### src/rtl/i2s_rx_master.sv
// I2S master receiver: SCK/WS generation, MSB-first capture of SD,
// one right-justified word per enabled channel on a valid/ready stream.
`timescale 1ns/1ps
module i2s_rx_master #(
  parameter int DW      = 32,
  parameter int PRESC_W = 8
) (
  input  logic               clk,
  input  logic               rst,
  input  logic               en,
  input  logic [PRESC_W-1:0] sck_prescaler,
  input  logic [5:0]         sample_size,
  input  logic               ws_dly,
  input  logic               sign_ext,
  input  logic [1:0]         chan_en,
  input  logic               sd,
  output logic               sck,
  output logic               ws,
  output logic [DW-1:0]      sample_data,
  output logic               sample_chan,
  output logic               sample_valid,
  input  logic               sample_ready,
  output logic               overrun
);

  localparam int CW = (DW > 1) ? $clog2(DW) : 1;
  localparam int SW = $clog2(DW + 64) + 1;

  logic [PRESC_W-1:0] pcnt_q, pcnt_d;
  logic               sck_q, sck_d;
  logic               ws_q, ws_d;
  logic [CW-1:0]      bcnt_q, bcnt_d;
  logic [DW-1:0]      shreg_q, shreg_d;
  logic [DW-1:0]      data_q, data_d;
  logic               chan_q, chan_d;
  logic               valid_q, valid_d;
  logic               ovr_q, ovr_d;

  logic          wrap, fall, last_bit;
  logic [SW-1:0] size_req, size_lim, size_eff;
  logic [SW-1:0] k, j;
  logic          in_win, first, done, take;
  logic [DW-1:0] word, mask, top, ext;
  logic          sign;

  assign wrap     = (pcnt_q == sck_prescaler);
  assign fall     = en && wrap && sck_q;
  assign last_bit = (bcnt_q == CW'(DW - 1));

  // Slot position k maps to word bit j; only j in [0, S) is captured.
  always_comb begin
    size_req = (sample_size == '0) ? SW'(1) : SW'(sample_size);
    size_lim = SW'(DW) - SW'(ws_dly);
    size_eff = (size_req < size_lim) ? size_req : size_lim;
    k        = SW'(bcnt_q);
    j        = k - SW'(ws_dly);
    in_win   = (k >= SW'(ws_dly)) && (j < size_eff);
    first    = in_win && (j == '0);
    done     = in_win && (j == size_eff - SW'(1));
    take     = fall && in_win && chan_en[ws_q];
  end

  always_comb begin
    word = first ? DW'(sd) : {shreg_q[DW-2:0], sd};
    for (int i = 0; i < DW; i++) begin
      mask[i] = (SW'(i) < size_eff);
    end
    top  = mask & ~(mask >> 1);
    sign = |(word & top);
    ext  = (word & mask) | ((sign_ext && sign) ? ~mask : '0);
  end

  always_comb begin
    pcnt_d  = pcnt_q;
    sck_d   = sck_q;
    ws_d    = ws_q;
    bcnt_d  = bcnt_q;
    shreg_d = shreg_q;
    data_d  = data_q;
    chan_d  = chan_q;
    valid_d = valid_q;
    ovr_d   = 1'b0;

    if (!en) begin
      pcnt_d  = '0;
      sck_d   = 1'b0;
      ws_d    = 1'b0;
      bcnt_d  = '0;
      shreg_d = '0;
    end else begin
      pcnt_d = wrap ? '0 : pcnt_q + 1'b1;
      if (wrap) sck_d = ~sck_q;
      if (fall) begin
        bcnt_d = last_bit ? '0 : bcnt_q + 1'b1;
        if (last_bit) ws_d = ~ws_q;
      end
      if (take) shreg_d = word;
    end

    if (valid_q && sample_ready) valid_d = 1'b0;

    // A held, unaccepted word wins over a newly completed one.
    if (take && done) begin
      if (valid_q && !sample_ready) begin
        ovr_d = 1'b1;
      end else begin
        data_d  = ext;
        chan_d  = ws_q;
        valid_d = 1'b1;
      end
    end
  end

  always_ff @(posedge clk or posedge rst) begin
    if (rst) begin
      pcnt_q  <= '0;
      sck_q   <= 1'b0;
      ws_q    <= 1'b0;
      bcnt_q  <= '0;
      shreg_q <= '0;
      data_q  <= '0;
      chan_q  <= 1'b0;
      valid_q <= 1'b0;
      ovr_q   <= 1'b0;
    end else begin
      pcnt_q  <= pcnt_d;
      sck_q   <= sck_d;
      ws_q    <= ws_d;
      bcnt_q  <= bcnt_d;
      shreg_q <= shreg_d;
      data_q  <= data_d;
      chan_q  <= chan_d;
      valid_q <= valid_d;
      ovr_q   <= ovr_d;
    end
  end

  assign sck          = sck_q;
  assign ws           = ws_q;
  assign sample_data  = data_q;
  assign sample_chan  = chan_q;
  assign sample_valid = valid_q;
  assign overrun      = ovr_q;

endmodule

### config.mk
export PLATFORM = sky130hd
export DESIGN_NAME = i2s_rx_master
export DESIGN_NICKNAME = d
export VERILOG_FILES = /design/src/rtl/i2s_rx_master.sv
export SDC_FILE = /design/constraint.sdc
export NUM_CORES = 1
export LEC_CHECK = 0
export ABC_AREA = 1
export CORE_ASPECT_RATIO = 1.1
export CORE_MARGIN = 2
export CORE_UTILIZATION = 45
export CTS_CLUSTER_SIZE = 10
export DETAILED_ROUTE_END_ITERATION = 8
export PLACE_DENSITY = 0.72
export REMOVE_ABC_BUFFERS = 1
export SLEW_MARGIN = 0
export SYNTH_ARGS = -nofsm -noshare
export SYNTH_HDL_FRONTEND = slang
export SYNTH_SLANG_ARGS = --single-unit
### constraint.sdc
create_clock -name clk -period 6.3 [get_ports clk]
set_clock_uncertainty 0.2 [all_clocks]
set_input_delay 1.89 -clock clk [delete_from_list [all_inputs] [get_ports clk]]
set_output_delay 1.89 -clock clk [all_outputs]
set_load 0.05 [all_outputs]
Yosys cells after proc, flatten, opt, wreduce, memory -nomap -nowiden
Cells that the tools add are included.

word-level totals
  register bits = 81
  input port bits = 23
  output and inout bits = 37
  logic and storage cells = 106

operators by class
  add/sub/neg operators = 5
  $lt $le $gt $ge = 36
  eq/ne operators = 7
  mux-type cells = 23
  bitwise operators = 9
  reduce and logical (&&, ||, !) cells = 17

operator list
  kind                 count
  $lt 5x8->1 const A   16
  $and 32x32->32       3
  $lt 4x8->1 const A   8
  $mux 32              2
  $mux 31              2
  $lt 3x8->1 const A   4
  $not 31->32          1
  $not 32->32          1
  $or 32x32->32        1
  $reduce_or 32->1     1
  $mux 8               3
  $eq 8x8->1           2
  $lt 1x8->1 const A   2
  $lt 2x8->1 const A   2
  $mux 5               3
  $mux 1               12
  $logic_and 1x1->1    11
  $add 8x1->8 const B  1
  $logic_not 8->1      1
  $lt 6x8->1           1
  $lt 8x8->1           1
  $ne 2x1->1 const B   4
  $sub 8x1->8 const B  1
  $sub 6x1->7 const A  1
  other kinds (10)     13

Depth between registers and ports, before layout
Gate-level depths: netlist of run 1.

  depth in word-level cells = 13
  mapped depth = 34
  mapped depth without buffers = 31

Worst setup path before layout of run 1
No wires, ideal clock.

  path kind = input to register
  start point = input ws_dly
  end point = register data_q[6] (netlist: sample_data[6])
  setup time = 118 ps
  arrival time = 4923 ps
  path slack = 1060 ps
  cell stages on the path = 34
  path through = inv_2 -> ha_1 -> nor2_1 -> nor2_1 -> nor2_1 -> nand2_1 -> nand2_1 -> nand2_2 -> nand2_4 -> nand2_2 -> nand2_4 -> nand2_1 -> inv_1 -> ha_1 -> a21oi_1 -> or2_2 -> nand3_1 -> nand2_1 -> nand2_1 -> nand2_1 -> nand3_1 -> buf_2 -> buf_6 -> nand3_1 -> nand2_1 -> nor2_1 -> nand2_1 -> nor2_1 -> nand2_1 -> nand2_1 -> buf_4 -> nand2_1 -> nand2_1 -> nand2_1

on the way
  word-level cells in the longest chain between the ends = 12

ends and longest elaborated chain
  item                  RTL line  RTL
  from (decl)           13        input logic ws_dly,
  $sub 6x1->7           53        size_lim = SW'(DW) - SW'(ws_dly);
  $lt 6x8->1            54        size_eff = (size_req < size_lim) ? size_req : size_lim;
  $mux 8                54
  $lt 8x8->1            57        in_win = (k >= SW'(ws_dly)) && (j < size_eff);
  $logic_and 1x1->1     57
  $logic_and 1x1->1     58        first = in_win && (j == '0);
  $mux 32               64        word = first ? DW'(sd) : {shreg_q[DW-2:0], sd};
  $and 32x32->32        69        sign = |(word & top);
  $reduce_or 32->1      69
  $logic_and 1x1->1     70        ext = (word & mask) | ((sign_ext && sign) ? ~mask : '0);
  $mux 32               70
  $or 32x32->32         70
  to (signal assigned)  131       data_q <= data_d;
  to (decl)             34        logic [DW-1:0] data_q, data_d;

Parallel ways exist; a longest one is shown, timed or not.
A chain may end at the register's enable or synchronous reset.

Worst setup path in the final report of run 1
  start point = input ws_dly
  end point = register data_q[31] (netlist: sample_data[31])

The elaborated chain is that of the path after synthesis.

==> impl_metrics.json, run 1 <==
{
  "via_count": 5185,
  "cts_tree": "yes",
  "critPathCaptureType": "flop",
  "cpMostUsedCell": "nand2_1",
  "die_x_um": 109,
  "final_nets": 895,
  "synth_ff_type": "dfrtp_1",
  "synth_seq_cells": 81,
  "drt_pass1_iterations": 5,
  "clock-sinks": 81,
  "critPathTopFamily": "simple AND/OR/NAND/NOR gates",
  "antenna_left": 0,
  "seq_area_frac_synth_pct": 37.3,
  "place_inst": 998,
  "hold_violations": 0,
  "pre_cts_ws_ns": 0.129,
  "routed_wl_mm": 13.5,
  "p_int_uw": 907,
  "max_slew_margin_pct": 35.1,
  "clkTransAtPathRegs_ns": 0.06,
  "grt_usage_pct": 22.2,
  "finalWorstSetupSlack_ns": 0.517,
  "cts_made_buffers": 9,
  "design_area_um2": 6470,
  "min_path_cells": 2,
  "power.total_uw": 1290,
  "grt_max_degree": 67,
  "hpwl_mm": 9.29,
  "fin_crit_sh_pct": 91.8,
  "hold_buffers": 0,
  "antenna_found_initial": 0,
  "gp_congestion": 0.942,
  "die_h_um": 119,
  "startpoint_type": "input port",
  "ys_warn_count": 0,
  "setup_viol": 0,
  "drtIter0Drc": 377,
  "leakage_uw": 0.00346,
  "crit_arrival_ns": 5.86,
  "cp_num_buf_inv": 5,
  "synth_edf_count": 0,
  "rsz0062_at_grt": "no",
  "pwr-share-clk_pct": 40.0,
  "grt_pass1_vias": 4685,
  "finalMaxSlewViolations": 0,
  "rows": 42,
  "clock_path_buffers": 2,
  "drc": 0,
  "worst_path_max_delay_cell": "clkdlybuf4s50_1",
  "synth_cell_type_count": 40,
  "tightestPinTransition_ns": 0.972,
  "ctsHtreeMaxLevel": 3,
  "reg2reg_slack_ns": 2.51,
  "io_buffers": 59,
  "rr_startpoint": "bcnt_q[0]",
  "insertion_delay_ns": 0.35,
  "grt_first_pass_wirelength_mm": 22.8,
  "hold_class": "reg -> reg",
  "maxCapViolCount": 0,
  "power.switching_uw": 379,
  "antenna_cells": 0,
  "outcome": "finished clean",
  "syn_inst": 807,
  "combPwrFrac_pct": 18.9,
  "tns_ns": 0,
  "async_flop_share_pct": 100,
  "wl_per_cell_um": 13.4,
  "seqPwrFrac_pct": 41.1,
  "clock-root-buffer": "clkbuf_16",
  "syn_to_final_growth_pct": 19.0,
  "worst-r2r-cell-count": 20,
  "swShare_pct": 29.5,
  "final_cells": 1013,
  "cp_max_fo": 66,
  "syn_area_per_cell_um2": 6.74,
  "fmax_mhz": 173,
  "holdPathEnd": "sample_data[9]",
  "power.density_nw_per_um2": 199,
  "ir_drop_uv": 91.8,
  "netlist_area_um2": 5440,
  "layout-drive-gt1-share_pct": 6.52,
  "core_um2": 11900,
  "io_pins": 60,
  "worstHoldStart": "sample_data[9]",
  "slowest_delay_ns": 0.49,
  "path_class": "in -> reg",
  "r2r_end": "sample_data[2]",
  "cp.required_ns": 6.37,
  "grt-ovfl-total": 0,
  "place_area_um2": 6180,
  "via_per_inst": 5.12,
  "period_minus_slack_ns": 5.78,
  "die_area_um2": 13000,
  "initial_utilization_pct": 45.6
}
==> Yosys cell counts, types with 4 or more instances <==
cell,n,share of area (%)
buf_2,12,1.1
o21ai_1,4,0.37
dfrtp_1,81,37
or2_2,4,0.46
nor2_2,4,0.46
ha_1,17,3.9
nand4_1,16,1.8
a21oi_1,44,4.1
nand2_1,190,13
nand3b_1,5,0.69
o21ai_0,46,4.2
xor2_1,5,0.81
inv_1,105,7.3
inv_2,7,0.48
clkbuf_1,18,1.2
nor2_1,106,7.3
xnor2_1,4,0.64
nand3_1,107,9.9
==> layout by cell type, fill, tap and decap left out, types with 2 or more instances in the layout <==
cell,n
ha_1,17
inv_1,103
dfrtp_1,81
nand3_1,105
buf_12,2
or2_2,4
o21ai_1,4
nand2_1,190
nand3_2,3
inv_2,8
nand2_4,3
nor2_1,106
nand3b_1,5
buf_4,10
o21ai_0,46
nand2_2,3
nand4_1,16
nor2_2,4
xor2_1,5
a21boi_0,2
clkbuf_1,3
clkbuf_16,9
nor3_1,3
clkdlybuf4s50_1,59
xnor2_1,4
clkinv_2,2
and3_1,2
a21oi_1,44
==> worst min-delay path, cell delays in order, from the launching register on <==
cell and delay, ns:
dfrtp_1 0.34, nand2_1 0.05, nand2_1 0.05
==> per-layer routing <==
metal / up-vias / wire (um) / global-route usage, %
met3: 19 / 693 / 3.67
met5: - / 0 / 0
met1: 2358 / 6380 / 31.0
met4: 0 / 267 / 8.17
li1: 2669 / - / -
met2: 139 / 6190 / 34.6
==> worst max-delay path by stage <==
stage / from / endpoint / slack (ns) / depth (start not counted)
final: ws_dly / sample_data[31] / 0.52 / 32
after global routing: ws_dly / sample_data[1] / 0.02 / 32
after CTS: ws_dly / sample_data[2] / 0.48 / 34
after detailed placement: ws_dly / sample_data[2] / 0.13 / 34
after global placement: ws_dly / sample_data[2] / 0.20 / 22
after floorplan: ws_dly / sample_data[13] / -0.84 / 26
==> power groups by stage <==
stage	combinational, uW	sequential [uW]	clock [uW]
global route	274	529	545
detailed placement	240	538	0
global placement	239	538	0
floorplan	154	543	0
CTS	241	529	520
finish	243	529	515
==> registers in the layout, summed over array words and instances, names as in the netlist <==
name,count
sample_chan,1
ws,1
sample_data,32
sck,1
overrun,1
sample_valid,1
bcnt_q,5
pcnt_q,8
shreg_q,31
==> stage by stage <==
step,hold slack [ns],utilization [%]
floorplan,0.260,-
finish,0.278,54.2
detailed placement,0.264,51.8
global route,0.303,54.2
global placement,0.265,51.8
CTS,0.283,54.2
==> final cells by class <==
cell class	count	area, um^2
fill	1206	5460
multi-input combinational	579	2830
sequential	81	2030
timing repair buffer	72	717
inverter	112	422
clock buffer	12	236
tap	154	193
clock inverter	3	42.5
==> repair_timing <==
action,CTS,global route
gates resized for setup,0,2
setup endpoints to repair,0,9
setup buffers,0,0
==> logic make-up after synthesis <==
group / Yosys count / synth area share (%)
AND/OR/NAND/NOR: 449 / 36.2
buffers and inverters: 147 / 10.8
AO/OA/AOI/OAI: 104 / 10.3
flip-flops: 81 / 37.3
adder cells (fa/ha/maj): 17 / 3.91
XOR/XNOR: 9 / 1.45
(Power assumes the default switching activity.)
==> inputs of run 2 (changes only) <==
--- a/config.mk
+++ b/config.mk
@@ -7,7 +7,6 @@
 export LEC_CHECK = 0
 export ABC_AREA = 1
 export CORE_ASPECT_RATIO = 1.1
-export CORE_MARGIN = 2
 export CORE_UTILIZATION = 45
 export CTS_CLUSTER_SIZE = 10
 export DETAILED_ROUTE_END_ITERATION = 8
==> impl_metrics.json, run 2 (synthesis gave the netlist of run 1 again) <==
{
  "die_h_um": 117,
  "wl_per_cell_um": 13.5,
  "syn_to_final_growth_pct": 20.3,
  "finalMaxSlewViolations": 0,
  "leakage_uw": 0.00350,
  "place_inst": 995,
  "combPwrFrac_pct": 17.8,
  "io_pins": 60,
  "final_cells": 1011,
  "power.switching_uw": 385,
  "cpMostUsedCell": "nand2_1",
  "ctsHtreeMaxLevel": 3,
  "antenna_found_initial": 0,
  "drtIter0Drc": 357,
  "hpwl_mm": 9.30,
  "routed_wl_mm": 13.7,
  "hold_buffers": 0,
  "clock_path_buffers": 2,
  "worst_path_max_delay_cell": "clkdlybuf4s50_1",
  "reg2reg_slack_ns": 2.47,
  "grt_first_pass_wirelength_mm": 23.4,
  "insertion_delay_ns": 0.35,
  "clock-root-buffer": "clkbuf_16",
  "min_path_cells": 2,
  "grt_max_degree": 67,
  "cts_tree": "yes",
  "cp_max_fo": 66,
  "fillCellCount": 1130,
  "final_nets": 896,
  "drc": 0,
  "die_area_um2": 12500,
  "post-cts-setup-buffer-count": 0,
  "hold_violations": 0,
  "fin_crit_sh_pct": 93.3,
  "maxCapViolCount": 0,
  "grt_pass1_vias": 5031,
  "largest_reg_flops": 32,
  "power.density_nw_per_um2": 209,
  "outcome": "finished clean",
  "rows": 41,
  "clock-sinks": 81,
  "seqPwrFrac_pct": 38.6,
  "initial_utilization_pct": 46.9,
  "worst-r2r-cell-count": 20,
  "crit_arrival_ns": 5.91,
  "holdWs_ns": 0.279,
  "grt-ovfl-total": 0,
  "swShare_pct": 28.2,
  "antenna_left": 0,
  "mostFrequentLayoutCells": "nand2_1, nor2_1, nand3_1",
  "clkTransAtPathRegs_ns": 0.06,
  "ir_drop_uv": 117,
  "p_int_uw": 983,
  "worstHoldStart": "sample_data[27]",
  "period_minus_slack_ns": 5.88,
  "grt_usage_pct": 23.5,
  "max_slew_margin_pct": 37.3,
  "cts_made_buffers": 9,
  "via_per_inst": 5.22,
  "gp_congestion": 0.931,
  "fmax_mhz": 170,
  "die_x_um": 107,
  "tightestPinTransition_ns": 0.937,
  "finalWorstSetupSlack_ns": 0.425,
  "path_class": "in -> reg",
  "hold_class": "reg -> reg",
  "cts_resized": 0,
  "rsz0062_at_grt": "no",
  "setup_viol": 0,
  "slowest_delay_ns": 0.49,
  "drt_pass1_iterations": 5,
  "r2r_end": "sample_data[13]",
  "io_buffers": 59,
  "pre_cts_ws_ns": 0.0978,
  "rr_startpoint": "bcnt_q[0]",
  "holdPathEnd": "sample_data[27]",
  "layout-drive-gt1-share_pct": 6.97,
  "antenna_cells": 0,
  "core_um2": 11600,
  "final_common_cell": "nand2_1",
  "cp.depth": 34,
  "critPathCaptureType": "flop",
  "cp_num_buf_inv": 5,
  "pwr-share-clk_pct": 43.6,
  "via_count": 5273,
  "cp.required_ns": 6.33,
  "critPathTopFamily": "simple AND/OR/NAND/NOR gates",
  "startpoint_type": "input port",
  "tns_ns": 0
}
[run 2: changes by cell type in the layout (fill, tap and decap cells not counted)]
cell,delta
clkbuf_1,-3
clkbuf_8,+3
buf_12,+1
buf_4,+1
buf_6,-1
bufinv_16,+1
clkinv_4,+1
clkinvlp_4,-1
inv_1,+1
inv_2,-1
[run 2: power by group through the flow]
stage          sequential, uW  clock, uW  combinational [uW]
2_1_floorplan             543          0                 154
3_3_place_gp              538          0                 239
3_5_place_dp              538          0                 240
4_1_cts                   528        604                 243
5_1_grt                   529        629                 274
6_report                  528        596                 244
[run 2: cell type report]
type                    count  area [um^2]  share of cell area [%]
clock inverters             4         73.8                    1.13
repair buffers             73          733                    11.2
multi-input cells         579         2830                    43.3
inverters                 112          422                    6.45
flip-flops and latches     81         2030                    31.0
clock buffers              12          267                    4.08
well taps                 150          188                    2.87
[run 2: through the flow]
| step | power [uW] | util [%] | instance area [um^2] |
|---|---|---|---|
| CTS | 1380 | 56.4 | 6540 |
| global route | 1430 | 56.4 | 6540 |
| detailed placement | 778 | 53.5 | 6200 |
| floorplan | 697 | - | 5270 |
| global placement | 776 | 53.5 | 6200 |
| finish | 1370 | 56.4 | 6540 |
[run 2: worst min-delay path: cells and delay by family (launching register included)]
family,cells,cell delay [ns]
flops,1,0.34
simple gates,2,0.10
[run 2: worst max-delay path by stage]
stage	slack, ns	endpoint	start
after floorplan	-0.84	sample_data[13]	ws_dly
after global placement	0.23	sample_data[13]	ws_dly
after detailed placement	0.1	sample_data[13]	ws_dly
after CTS	0.42	sample_data[13]	ws_dly
after global routing	0.03	sample_data[27]	ws_dly
final	0.42	sample_data[13]	ws_dly
[run 2: metal layers]
| metal | GRT usage [%] | wire length [um] | vias up | share of wire (%) |
|---|---|---|---|---|
| met5 | 0 | 0 | - | 0 |
| met4 | 10.1 | 377 | 0 | 2.8 |
| met3 | 3.60 | 649 | 30 | 4.8 |
| met2 | 39.4 | 6370 | 152 | 47 |
| met1 | 30.4 | 6260 | 2411 | 46 |
| li1 | - | - | 2680 | - |
==> inputs of run 3 (changes only) <==
--- a/config.mk
+++ b/config.mk
@@ -6,12 +6,15 @@
 export NUM_CORES = 1
 export LEC_CHECK = 0
 export ABC_AREA = 1
+export CELL_PAD_IN_SITES_DETAIL_PLACEMENT = 1
+export CELL_PAD_IN_SITES_GLOBAL_PLACEMENT = 2
 export CORE_ASPECT_RATIO = 1.1
-export CORE_UTILIZATION = 45
+export CORE_UTILIZATION = 34
 export CTS_CLUSTER_SIZE = 10
 export DETAILED_ROUTE_END_ITERATION = 8
-export PLACE_DENSITY = 0.72
+export PLACE_DENSITY = 0.92
 export REMOVE_ABC_BUFFERS = 1
+export SKIP_LAST_GASP = 1
 export SLEW_MARGIN = 0
 export SYNTH_ARGS = -nofsm -noshare
 export SYNTH_HDL_FRONTEND = slang
==> impl_metrics.json, run 3 (synthesis gave the netlist of run 1 again) <==
{
  "hpwl_mm": 11.4,
  "cp_max_fo": 66,
  "cts_made_buffers": 9,
  "hold_violations": 0,
  "cts_resized": 0,
  "via_count": 5350,
  "path_class": "in -> reg",
  "swShare_pct": 30.1,
  "period_minus_slack_ns": 5.88,
  "cp.required_ns": 6.34,
  "dr.max_layer_used": "met4",
  "rr_startpoint": "bcnt_q[0]",
  "power.density_nw_per_um2": 207,
  "antenna_left": 0,
  "power.switching_uw": 410,
  "clock-sinks": 81,
  "antenna_found_initial": 0,
  "final_nets": 900,
  "hold_class": "reg -> reg",
  "die_h_um": 135,
  "io_buffers": 59,
  "r2r_end": "sample_data[2]",
  "setup_viol": 0,
  "largest_reg_flops": 32,
  "seqPwrFrac_pct": 38.8,
  "combPwrFrac_pct": 18.8,
  "critPathCaptureType": "flop",
  "maxCapViolCount": 0,
  "tns_ns": 0,
  "crit_arrival_ns": 5.92,
  "syn_to_final_growth_pct": 21.2,
  "drt-met1-wl_mm": 7.64,
  "insertion_delay_ns": 0.36,
  "clock-root-buffer": "clkbuf_16",
  "wl_per_cell_um": 15.1,
  "grt_usage_pct": 21.1,
  "max_slew_margin_pct": 31.2,
  "clkTransAtPathRegs_ns": 0.06,
  "ir_drop_uv": 126,
  "grt_max_degree": 67,
  "tightestPinTransition_ns": 1.03,
  "p_int_uw": 952,
  "via_per_inst": 5.02,
  "die_x_um": 123,
  "outcome": "finished clean",
  "rsz0062_at_grt": "no",
  "worst-r2r-cell-count": 20,
  "reg2reg_slack_ns": 2.31,
  "startpoint_type": "input port",
  "grt_pass1_vias": 5343,
  "pwr-share-clk_pct": 42.5,
  "rows": 48,
  "hold_buffers": 0,
  "fmax_mhz": 170,
  "fin_util_pct": 42.0,
  "grt-ovfl-total": 0,
  "routed_wl_mm": 16.1,
  "fillCellCount": 1987,
  "final_common_cell": "nand2_1",
  "io_pins": 60,
  "min_path_cells": 2,
  "worstHoldStart": "sample_data[11]",
  "ctsHtreeMaxLevel": 3,
  "slowest_delay_ns": 0.49,
  "worst_path_max_delay_cell": "clkdlybuf4s50_1",
  "core_um2": 15700,
  "holdPathEnd": "sample_data[11]",
  "cts_tree": "yes",
  "gp_congestion": 0.838,
  "antenna_cells": 0,
  "drc": 0,
  "post-cts-setup-buffer-count": 0,
  "grt_first_pass_wirelength_mm": 27.3,
  "drtIter0Drc": 193,
  "power.total_uw": 1360,
  "leakage_uw": 0.00350,
  "cpMostUsedCell": "nand2_1",
  "met3_length_um": 467,
  "clock_path_buffers": 2,
  "layout-drive-gt1-share_pct": 7.63,
  "fin_crit_sh_pct": 93.3,
  "route.met2.wl_mm": 7.70,
  "initial_utilization_pct": 34.7,
  "drt_pass1_iterations": 4,
  "mostFrequentLayoutCells": "nand2_1, nor2_1, nand3_1",
  "finalMaxSlewViolations": 0,
  "die_area_um2": 16500
}
run 3: layout make-up:
cell class	count	area (um^2)	share of cell area (%)
Timing Repair Buffer	77	742	11.3
Multi-Input combinational cell	579	2840	43.1
Inverter	112	422	6.40
Tap cell	200	250	3.80
Sequential cell	81	2030	30.8
Clock buffer	10	229	3.47
Clock inverter	6	82.6	1.25
run 3: through the flow:
stage	setup WS (ns)	cell area (um^2)	instances	hold slack [ns]
finish	0.423	6590	1065	0.283
global route	0.0326	6590	1065	0.307
CTS	0.272	6580	1065	0.291
detailed placement	-0.0278	6270	1049	0.274
global placement	0.122	6270	1049	0.265
floorplan	-0.838	5270	772	0.260
run 3: worst max-delay path: cells and delay by family:
family                   cells  cell delay [ns]
AO/OA/AOI/OAI                1             0.15
adder cells (fa/ha/maj)      2             0.53
AND/OR/NAND/NOR             26             2.25
buffers and inverters        5             1.06
run 3: worst max path at each step:
| stage | slack, ns | cells past startpoint | end | from |
|---|---|---|---|---|
| floorplan | -0.84 | 26 | sample_data[13] | ws_dly |
| global placement | 0.12 | 34 | sample_data[13] | ws_dly |
| detailed placement | -0.03 | 34 | sample_data[13] | ws_dly |
| CTS | 0.27 | 34 | sample_data[13] | ws_dly |
| global route | 0.03 | 34 | sample_data[2] | ws_dly |
| finish | 0.42 | 34 | sample_data[2] | ws_dly |
run 3: power groups by stage:
stage                     registers [uW]  logic [uW]  clock network, uW
after floorplan                      543         154                  0
after global placement               538         252                  0
after detailed placement             538         254                  0
after CTS                            528         256                592
after global routing                 529         289                607
final                                528         255                578
run 3: routing by layer:
| metal | up-vias | track usage, % |
|---|---|---|
| met5 | - | 0 |
| met2 | 81 | 34.9 |
| met3 | 18 | 2.66 |
| li1 | 2681 | - |
| met1 | 2570 | 28.1 |
| met4 | 0 | 7.72 |
